**src/rtl/regfile_wb_arbiter_pkg.sv**
```systemverilog
// regfile_wb_arbiter_pkg: shared register-file geometry for the writeback arbiter
package regfile_wb_arbiter_pkg;
    localparam int REG_ADDR_W = 5;
    localparam int XLEN = 32;
    localparam int NUM_REGS = 32;
    localparam logic [REG_ADDR_W-1:0] REG_ZERO = 5'd0;
endpackage

```
**src/rtl/wb_arb_sel.sv**
```systemverilog
// wb_arb_sel: combinational one-hot grant, searching upward from start and wrapping
module wb_arb_sel #(
    parameter int N = 3,
    parameter int PTR_W = $clog2(N)
) (
    input  logic [N-1:0]     valid,
    input  logic [PTR_W-1:0] start,
    output logic [N-1:0]     grant
);
    // scanning offsets downward lets the closest valid to start overwrite the rest
    always_comb begin
        grant = '0;
        for (int k = N - 1; k >= 0; k--)
            if (valid[(int'(start) + k) % N]) grant = N'(1) << ((int'(start) + k) % N);
    end
endmodule

```
**src/rtl/regfile_wb_arbiter.sv**
```systemverilog
// regfile_wb_arbiter: shared RF write port, pending-write scoreboard, hazard flags (WB_RR_ARB_EN: round-robin)
module regfile_wb_arbiter
    import regfile_wb_arbiter_pkg::*;
#(
    parameter int NUM_REQ = 3,
    parameter int PEND_W = 2
) (
    input  logic                          clk,
    input  logic                          rst,
    input  logic [NUM_REQ-1:0]            req_valid,
    input  logic [NUM_REQ*REG_ADDR_W-1:0] req_addr,
    input  logic [NUM_REQ*XLEN-1:0]       req_data,
    output logic [NUM_REQ-1:0]            req_ready,
    input  logic                          alloc_valid,
    input  logic [REG_ADDR_W-1:0]         alloc_addr,
    output logic                          alloc_ready,
    input  logic [REG_ADDR_W-1:0]         rs1_addr,
    input  logic [REG_ADDR_W-1:0]         rs2_addr,
    output logic                          rs1_busy,
    output logic                          rs2_busy,
    output logic                          wb_we,
    output logic [REG_ADDR_W-1:0]         wb_waddr,
    output logic [XLEN-1:0]               wb_wdata
);
    localparam int PTR_W = $clog2(NUM_REQ);
    localparam logic [PEND_W-1:0] PEND_MAX = '1;
    logic [PEND_W-1:0]     pend [NUM_REGS];
    logic [NUM_REQ-1:0]    grant;
    logic [PTR_W-1:0]      start;
    logic [REG_ADDR_W-1:0] win_addr;
    logic [XLEN-1:0]       win_data;
    logic                  hs, do_alloc, do_rel;
`ifdef WB_RR_ARB_EN
    logic [PTR_W-1:0] rr_ptr, win_idx;
    assign start = rr_ptr;
    always_comb begin
        win_idx = '0;
        for (int i = 0; i < NUM_REQ; i++)
            if (grant[i]) win_idx = PTR_W'(i);
    end
    always_ff @(posedge clk) begin
        if (!rst) rr_ptr <= '0;
        else if (hs) rr_ptr <= PTR_W'((int'(win_idx) + 1) % NUM_REQ);
    end
`else
    assign start = '0;
`endif
    wb_arb_sel #(.N(NUM_REQ)) u_sel (.valid(req_valid), .start(start), .grant(grant));
    assign req_ready = rst ? grant : '0;
    assign hs = |req_ready;
    always_comb begin
        win_addr = '0;
        win_data = '0;
        for (int i = 0; i < NUM_REQ; i++)
            if (grant[i]) begin
                win_addr = req_addr[i*REG_ADDR_W +: REG_ADDR_W];
                win_data = req_data[i*XLEN +: XLEN];
            end
    end
    assign alloc_ready = rst & ((alloc_addr == REG_ZERO) | (pend[alloc_addr] != PEND_MAX));
    assign do_alloc = alloc_valid & alloc_ready & (alloc_addr != REG_ZERO);
    assign do_rel = hs & (win_addr != REG_ZERO);
    assign rs1_busy = (rs1_addr != REG_ZERO) & (pend[rs1_addr] != '0);
    assign rs2_busy = (rs2_addr != REG_ZERO) & (pend[rs2_addr] != '0);
    // simultaneous alloc and release of one register cancel; release never underflows
    always_ff @(posedge clk) begin
        if (!rst) begin
            for (int r = 0; r < NUM_REGS; r++) pend[r] <= '0;
            wb_we <= 1'b0;
            wb_waddr <= '0;
            wb_wdata <= '0;
        end else begin
            for (int r = 0; r < NUM_REGS; r++) begin
                if (do_alloc && alloc_addr == REG_ADDR_W'(r) && !(do_rel && win_addr == REG_ADDR_W'(r)))
                    pend[r] <= pend[r] + PEND_W'(1);
                else if (do_rel && win_addr == REG_ADDR_W'(r) && !(do_alloc && alloc_addr == REG_ADDR_W'(r)) && pend[r] != '0)
                    pend[r] <= pend[r] - PEND_W'(1);
            end
            wb_we <= do_rel;
            if (do_rel) begin
                wb_waddr <= win_addr;
                wb_wdata <= win_data;
            end
        end
    end
    assert property (@(posedge clk) disable iff (!rst)
        !(do_rel && pend[win_addr] == '0 && !(do_alloc && alloc_addr == win_addr)));
endmodule

```
**config.mk**
```make
export PLATFORM = sky130hd
export DESIGN_NAME = regfile_wb_arbiter
export DESIGN_NICKNAME = d
export VERILOG_FILES = /design/src/rtl/regfile_wb_arbiter_pkg.sv /design/src/rtl/wb_arb_sel.sv /design/src/rtl/regfile_wb_arbiter.sv
export SDC_FILE = /design/constraint.sdc
export NUM_CORES = 1
export LEC_CHECK = 0
export BUFFER_PORTS_ARGS = -buffer_cell sky130_fd_sc_hd__buf_2
export CAP_MARGIN = 20
export CELL_PAD_IN_SITES_DETAIL_PLACEMENT = 0
export CELL_PAD_IN_SITES_GLOBAL_PLACEMENT = 2
export CORE_MARGIN = 4
export CORE_UTILIZATION = 25
export DETAILED_ROUTE_END_ITERATION = 8
export GPL_TIMING_DRIVEN = 0
export HOLD_SLACK_MARGIN = 0.08
export PLACE_DENSITY = 0.65
export SETUP_SLACK_MARGIN = 0.2
export SLEW_MARGIN = 20
export SYNTH_ARGS = -nofsm -noshare
export SYNTH_HDL_FRONTEND = slang
export SYNTH_SLANG_ARGS = --single-unit
```
**constraint.sdc**
```tcl
create_clock -name clk -period 2.4 [get_ports clk]
set_input_delay 0.36 -clock clk [delete_from_list [all_inputs] [get_ports clk]]
set_output_delay 0.36 -clock clk [all_outputs]
set_load 0.02 [all_outputs]
```
==> impl_summary.md, run 1 <==
STA
The share of the clock period used by the worst path after layout is 111%. Setup repair after global routing could not meet its margin everywhere. For the pin with the worst max-slew slack, the measured transition is 1.08 ns. The maximum clock skew at final layout is 0.0126 ns.

Based on the critical path, the design can be clocked at up to 374 MHz. The final worst-path setup slack is -0.272 ns. Measured against its own limit, the worst slew margin works out to 27.7%. The routed design could run at a clock period as short as 2.67 ns. Adding up every negative setup slack in the final design gives -12.89 ns. The number of slew-limit violations in the final report was 0. The final number of hold-violating endpoints is 0. Hold is met by 0.283 ns.

The final-report setup violation count is 102.

Floorplanning
The total area inside the core boundary comes to 29800 um2. The starting density of the core is 25.4%. The x dimension of the die is 182 um.

The total die area is 33200 um2. In this run the core area contains 63 standard-cell rows. The height of the chip is 182 um. The number of I/O pins is 176.

Power and ir drop
In this run the static leakage power is 4.14 nW. The areal power density over the cells is 472 nW/um2. Combinational logic burns 27.9% of the power. The internal power of the cells totals 3.41 mW. The share of total power consumed by net switching is 33.9%. The peak supply drop is 0.000333 V.

For this design the total switching power over the nets is 1.74 mW. The share of total power in sequential cells is 40.2%. The clock network accounts for 31.9% of the total power.

Drt
The total number of vias is 8080. The number of routed nets with antenna violations is 0. In the routed layout, each cell is associated on average with a via count of 5.29.

In this run, the number of DRC markers left after iteration 0 of detailed routing was 446. Summed over all layers, the routed wires come to 33800 um. The number of optimization iterations in the first detailed-route pass is 5.

In the routed design, unresolved DRC markers number 0. The average routed wire per standard cell is 22.2 um.

Cells and area
Once layout is done, the placed cells without fillers occupy 10900 um2. The ratio of cells with drive above 1 in the final layout is 41.7%. The growth of design area from synthesis to finish is 44.0%. The utilization of the core after routing is 36.6%. The final net count is 1263.

Critical path
The kind of capture point of the worst setup path is an output pin. STA puts the critical path data required time at 2.04 ns. Along the worst path, the maximum fanout reaches 3. The critical-path cell with the highest stage delay is sky130_fd_sc_hd__mux4_2. The startpoint class of the critical path is a flop. The critical path goes through mux4_2 -> a2bb2oi_2 -> and4b_1 -> o21ai_4 -> and3_4 -> buf_8 -> buf_6.

The endpoint of the worst register-to-register path is pend[6][1]$_SDFFCE_PN0P_. The arrival time of the worst setup path is 2.31 ns. The worst flop-to-flop path startpoint is pend[9][1]$_SDFFCE_PN0P_. The end of the critical path is alloc_ready. The worst register-to-register path has a depth of 8. The worst-case register-to-register setup slack is -0.26 ns.

The first element of the critical path is pend[18][0]$_SDFFCE_PN0P_. The worst setup path is of the reg -> out kind. In this design, the stage delay of the slowest critical-path cell is 0.55 ns.

Synthesis
The most used flip-flop cell after synthesis is sky130_fd_sc_hd__edfxtp_1. sky130_fd_sc_hd__nand2_1 is the most common cell in the netlist. The portion of the post-synthesis area used by sequential elements is 35.0%. The synthesized design spends more area on one cell type than any other, namely sky130_fd_sc_hd__edfxtp_1.

Each instance of the synthesized netlist takes up on average 8.73 um2. The post-synthesis sequential element count is 101. The area share of the largest cell type after synthesis is 25.0%. The post-synth design cell area is 7580 um2.

In the post-synthesis netlist, the biggest area contributors are sky130_fd_sc_hd__edfxtp_1, sky130_fd_sc_hd__dfxtp_1, sky130_fd_sc_hd__mux4_2. By count the netlist is led by sky130_fd_sc_hd__nand2_1, sky130_fd_sc_hd__nor2_1, sky130_fd_sc_hd__o211ai_1. The instance count of the mapped netlist is 868. The total nets after synthesis is 1001.

The number of flops mapped to enable cells by yosys is 63. Of all flip-flops after synthesis, the portion carrying an async set or reset was 0%. The Yosys step of the flow raised 0 warnings. The number of distinct standard cells referenced by the synthesized netlist is 65.

Flow run
The tool flagged a number of max-cap violations equal to 0.

Clocking
The maximum number of buffers from clock root to sink is 2. The number of hold buffers added after CTS was 0. For the worst-skew pair, the clock arrives at the later sink with an insertion delay of 0.37 ns. After clock tree synthesis, the clock-pin slew on the worst setup and hold paths is 0.09 ns. The number of clock buffers added by TritonCTS is 9. The root buffer cell is sky130_fd_sc_hd__clkbuf_16. Counting every sink on the clock net gives 101. The TritonCTS clock tree is built. The CTS H-tree depth is 3.

Worst hold path
The min-delay analysis places its worst path in the category in -> reg. The startpoint of the most critical hold path is req_data[1].

Global routing
The remaining global-route overflow is 0. The largest net degree at the start of global routing is 20. The total routing usage reported by global routing is 19.7%.

The via count of the first global-routing pass is 8133. The number of antenna violations at the first check in global routing is 2. The first global-routing pass estimated 50700 um of wire.

Placement
Detailed placement finished with a half-perimeter wire length of 25600 um. Timing analysis after detailed placement gives a worst setup slack of -0.868 ns. Routability-driven placement finished with a final weighted congestion of 0.824.

The placed cell area is 9150 um2. The number of I/O port buffers is 168.

Outcome
The checks that failed: setup timing. The flow ran to the end, but the final reports show violations.
worst max-delay path, delay by kind of cell, from the launching register on:
family,cells,cell delay (ns)
multiplexers,1,0.55
AND/OR/NAND/NOR,2,0.42
flip-flops,1,0.43
buffers and inverters,2,0.23
AO/OA/AOI/OAI,2,0.30
area by class of cell:
class	count	area, um2
Sequential cell	101	2650
Timing Repair Buffer	251	1600
Buffer	69	454
Antenna cell	1	2.50
Tap cell	390	488
Clock buffer	9	225
Inverter	7	30.0
Multi-Input combinational cell	691	5370
Fill cell	3139	18900
Clock inverter	7	93.8
power groups by stage:
stage	registers (mW)	clock network (mW)	logic (mW)
after floorplan	2.14	0	0.681
after global placement	2.13	0	1.18
after detailed placement	2.13	0	1.18
after CTS	2.08	1.68	1.36
after global routing	2.08	1.74	1.54
final	2.07	1.65	1.44
kinds of logic (layout without fill, tap and decap cells):
| group | after synthesis | count (layout) | synth area share [%] |
|---|---|---|---|
| AO/OA/AOI/OAI | 244 | 244 | 22.8 |
| buffers and inverters | 76 | 343 | 4.67 |
| flip-flops | 101 | 101 | 35.0 |
| multiplexers | 52 | 52 | 11.7 |
| AND/OR/NAND/NOR | 379 | 379 | 24.0 |
| XOR/XNOR | 14 | 14 | 1.62 |
| other | 1 | 2 | 0.0495 |
| adder cells (fa/ha/maj) | 1 | 1 | 0.165 |
per-layer routing:
layer	track usage [%]	routed length, um
met1	25.3	14500
met2	34.7	16900
met3	3.77	1780
met4	3.84	629
met5	0	27
stage by stage:
stage | total power, mW | std cells
detailed placement | 3.31 | 1426
CTS | 5.12 | 1500
floorplan | 2.82 | 868
finish | 5.15 | 1526
global placement | 3.31 | 1426
global route | 5.37 | 1525
layout by cell type (no fill, tap or decap), drive strengths merged, types with 10 or more instances in the layout:
| master | synthesis | layout |
|---|---|---|
| and3 | 12 | 12 |
| buf | 29 | 277 |
| a21oi | 64 | 64 |
| edfxtp | 63 | 63 |
| nor2 | 73 | 73 |
| o221ai | 10 | 10 |
| nand2 | 134 | 134 |
| mux4 | 29 | 29 |
| clkbuf | 40 | 52 |
| xor2 | 12 | 12 |
| a31o | 12 | 12 |
| o21ai | 14 | 14 |
| nand2b | 26 | 26 |
| a31oi | 10 | 10 |
| o211ai | 69 | 69 |
| nand3 | 56 | 56 |
| dfxtp | 38 | 38 |
| a211oi | 11 | 11 |
| mux2i | 23 | 23 |
| nor2b | 16 | 16 |
sequential cells by signal, summed over array words and instances (netlist names):
name	flops
wb_wdata	32
wb_we	1
wb_waddr	5
pend	63
worst min path at each step:
stage / cells past startpoint / endpoint / slack, ns
floorplan: 2 / wb_wdata[11]$_SDFFE_PN0N_ / 0.53
global placement: 2 / wb_wdata[14]$_SDFFE_PN0N_ / 0.44
detailed placement: 2 / wb_wdata[13]$_SDFFE_PN0N_ / 0.45
CTS: 3 / wb_wdata[9]$_SDFFE_PN0N_ / 0.26
global route: 3 / wb_wdata[22]$_SDFFE_PN0N_ / 0.29
finish: 3 / wb_wdata[1]$_SDFFE_PN0N_ / 0.28
timing repair:
action                                  CTS  global route
pin swaps                                45            17
gates cloned                              3             0
gates resized for setup                 133            47
buffers inserted                         55            25
endpoints found under the setup margin  153           144
No activity file was read; power rests on OpenSTA's default activity.
==> run 2: changes to the inputs <==
- GPL_ROUTABILITY_DRIVEN: not set -> 0
- SETUP_SLACK_MARGIN: 0.2 -> 0.02
==> impl_summary.md, run 2 (synthesis results as in run 1) <==
Outcome
The flow ran to the end, but the final reports show violations. The checks that failed: setup timing.

Cells and area
The number of diodes came to 0 (-1). The register bank with the most flops is pend. The number of filler instances in the final layout is 3166 (+0.86%). The largest registers in the layout are pend x63, wb_wdata x32, wb_waddr x5.

In the layout the commonest cells are sky130_fd_sc_hd__buf_2, sky130_fd_sc_hd__nand2_1, sky130_fd_sc_hd__o211ai_1, sky130_fd_sc_hd__edfxtp_1, sky130_fd_sc_hd__buf_4. The final instance area is 10900 um2 (-0.29%). The flip-flop count of the largest register after layout was 63 (unchanged). The final net count came to 1263 (unchanged).

The utilization of the core after routing is 36.5% (-0.10 points). The area growth from synthesis to layout is 43.6%. The library cell used most frequently in the layout, excluding fill and tap cells, is sky130_fd_sc_hd__buf_2. The ratio of cells with drive above 1 in the final layout is 42.4% (+0.70 points).

Clocking
The maximum number of buffers from clock root to sink is 2 (unchanged). The number of hold buffers added after CTS was 0 (unchanged). The clock latency on the worst-skew pair is 0.36 ns (about the same).

The number of buffers created by CTS is 9 (unchanged). TritonCTS built the clock tree. The clock input transition at the sequential cells of the worst setup and hold paths was 0.09 ns (about the same). The root buffer cell is sky130_fd_sc_hd__clkbuf_16. The sink count of the clock tree was 101 (unchanged).

The CTS H-tree depth is 3 (unchanged).

Global routing
The total routing usage reported by global routing is 19.6% (-0.11 points). The largest net degree at the start of global routing is 20 (unchanged). The via count of the first global-routing pass was 8020 (-1.4%). The number of antenna violations at the first check in global routing is 1 (-1). The remaining global-route overflow was 0 (unchanged). The global-route wire length before repair is 50100 um (-1.2%).

Power and ir drop
The peak supply drop is 0.000353 V (+5.9%). The areal power density over the cells is 462 nW/um2 (-2.1%). The leakage power total is 4.10 nW (-0.81%). The total power is 5.03 mW (-2.4%).

Drt
The ratio of routed vias to standard cells is 5.31 (+0.26%). The average routed wire per standard cell is 22.0 um (-0.71%). The number of DRC markers in iteration 0 was 488 (+9.4%). The total number of vias was 8096 (+0.20%). The number of routed nets with antenna violations is 0 (unchanged). The remaining routing DRC violations is 0 (unchanged).

The total wire length came to 33600 um (-0.78%). The number of optimization iterations in the first detailed-route pass was 5 (unchanged).

STA
The number of slew-limit violations in the final report is 0 (unchanged). The share of the clock period used by the worst path after layout is 113% (+2.1 points). The minimum clock period after layout was 2.72 ns (+0.0503 ns).

The maximum clock skew at final layout is 0.0109 ns (-0.00176 ns). Setup repair after global routing could not meet its margin everywhere. The worst max-slew margin expressed relative to the limit is 14.6% (-13 points). The top achievable clock speed is 367 MHz (-1.8%). The final hold slack is 0.282 ns (-0.000895 ns).

The final-report setup violation count came to 106 (+3.9%). The transition time at the pin with the least slew margin is 1.27 ns (+0.185 ns). The final worst-path setup slack was -0.323 ns (-0.0503 ns). The final number of hold-violating endpoints came to 0 (unchanged).

Floorplanning
The height of the chip is 182 um (unchanged). The starting density of the core is 25.4% (unchanged). The x dimension of the die was 182 um (unchanged). The core outline area came to 29800 um2 (unchanged). The placement row count is 63 (unchanged). The number of I/O pins is 176 (unchanged).

The total die area is 33200 um2 (unchanged).

Critical path
The worst setup path is of the reg -> out kind. The arrival time of the worst setup path is 2.36 ns (+0.05 ns). The startpoint class of the critical path is a flop. The required time of the critical path was 2.04 ns (about the same). The kind of capture point of the worst setup path is an output pin. The biggest fanout along the worst timing path is 3 (unchanged).

The worst register-to-register path begins at pend[26][0]$_SDFFCE_PN0P_. The most critical setup path has its startpoint at pend[26][0]$_SDFFCE_PN0P_.

Worst hold path
The startpoint of the most critical hold path is req_data[26]. The worst hold path belongs to the class in -> reg.

Placement
The post-DP HPWL is 25400 um (-1.1%). The placed cell area came to 9000 um2 (-1.7%). The number of I/O port buffers is 168 (unchanged).

Flow run
The number of maximum-capacitance violations was 0 (unchanged).
-- run 2: power breakdown --
group	internal [mW]	switching [mW]	total, mW	leakage [nW]
Sequential	1.96	0.112	2.08	0.960
Clock	0.735	0.810	1.55	0.145
Combinational	0.591	0.817	1.41	3.00
Total	3.29	1.74	5.03	4.10
-- run 2: cell type report --
type	instances	area, um2	share of cell area (%)
Multi-Input combinational cell	691	5380	49.5
Sequential cell	101	2650	24.4
Timing Repair Buffer	253	1620	14.9
Tap cell	390	488	4.49
Buffer	67	413	3.80
Clock buffer	9	225	2.07
Clock inverter	7	67.6	0.621
Inverter	7	30.0	0.276
-- run 2: repair_timing --
item                       in CTS  in global routing
setup endpoints to repair     148                143
gates cloned                    2                  0
gates resized for setup       131                 90
pin swaps                      42                 50
setup buffers                  44                 41
-- run 2: routing by layer --
metal  global-route usage [%]  up-vias  wire length [um]
met4                     5.04        2               723
li1                         -     3841                 -
met1                     25.4     3962             14400
met2                     33.5      252             16600
met3                     3.81       39              1760
met5                        0        -                20
-- run 2: critical path, cell delays in order (launching register included) --
cell and delay [ns]:
sky130_fd_sc_hd__edfxtp_1 0.44, sky130_fd_sc_hd__mux4_2 0.55, sky130_fd_sc_hd__a2bb2oi_1 0.15, sky130_fd_sc_hd__and4b_1 0.21, sky130_fd_sc_hd__o21ai_4 0.18, sky130_fd_sc_hd__and3_4 0.23, sky130_fd_sc_hd__buf_8 0.12, sky130_fd_sc_hd__buf_6 0.11
-- run 2: final timing paths --
| kind | to | slack, ns | cells after the start |
|---|---|---|---|
| min reg2reg | wb_wdata[11]$_SDFFE_PN0N_ | 0.46 | 2 |
| max | alloc_ready | -0.32 | 7 |
| min | wb_wdata[26]$_SDFFE_PN0N_ | 0.28 | 3 |
| max reg2reg | pend[29][0]$_SDFFCE_PN0P_ | -0.30 | 9 |
-- run 2: through the flow --
stage	instances	TNS [ns]	setup WS, ns
final	1525	-17.24	-0.323
after global routing	1525	-24.42	-0.353
after CTS	1486	-12.27	-0.279
after detailed placement	1426	-87.91	-0.911
after global placement	1426	-86.66	-0.908
after floorplan	868	-0.0621	-0.0273
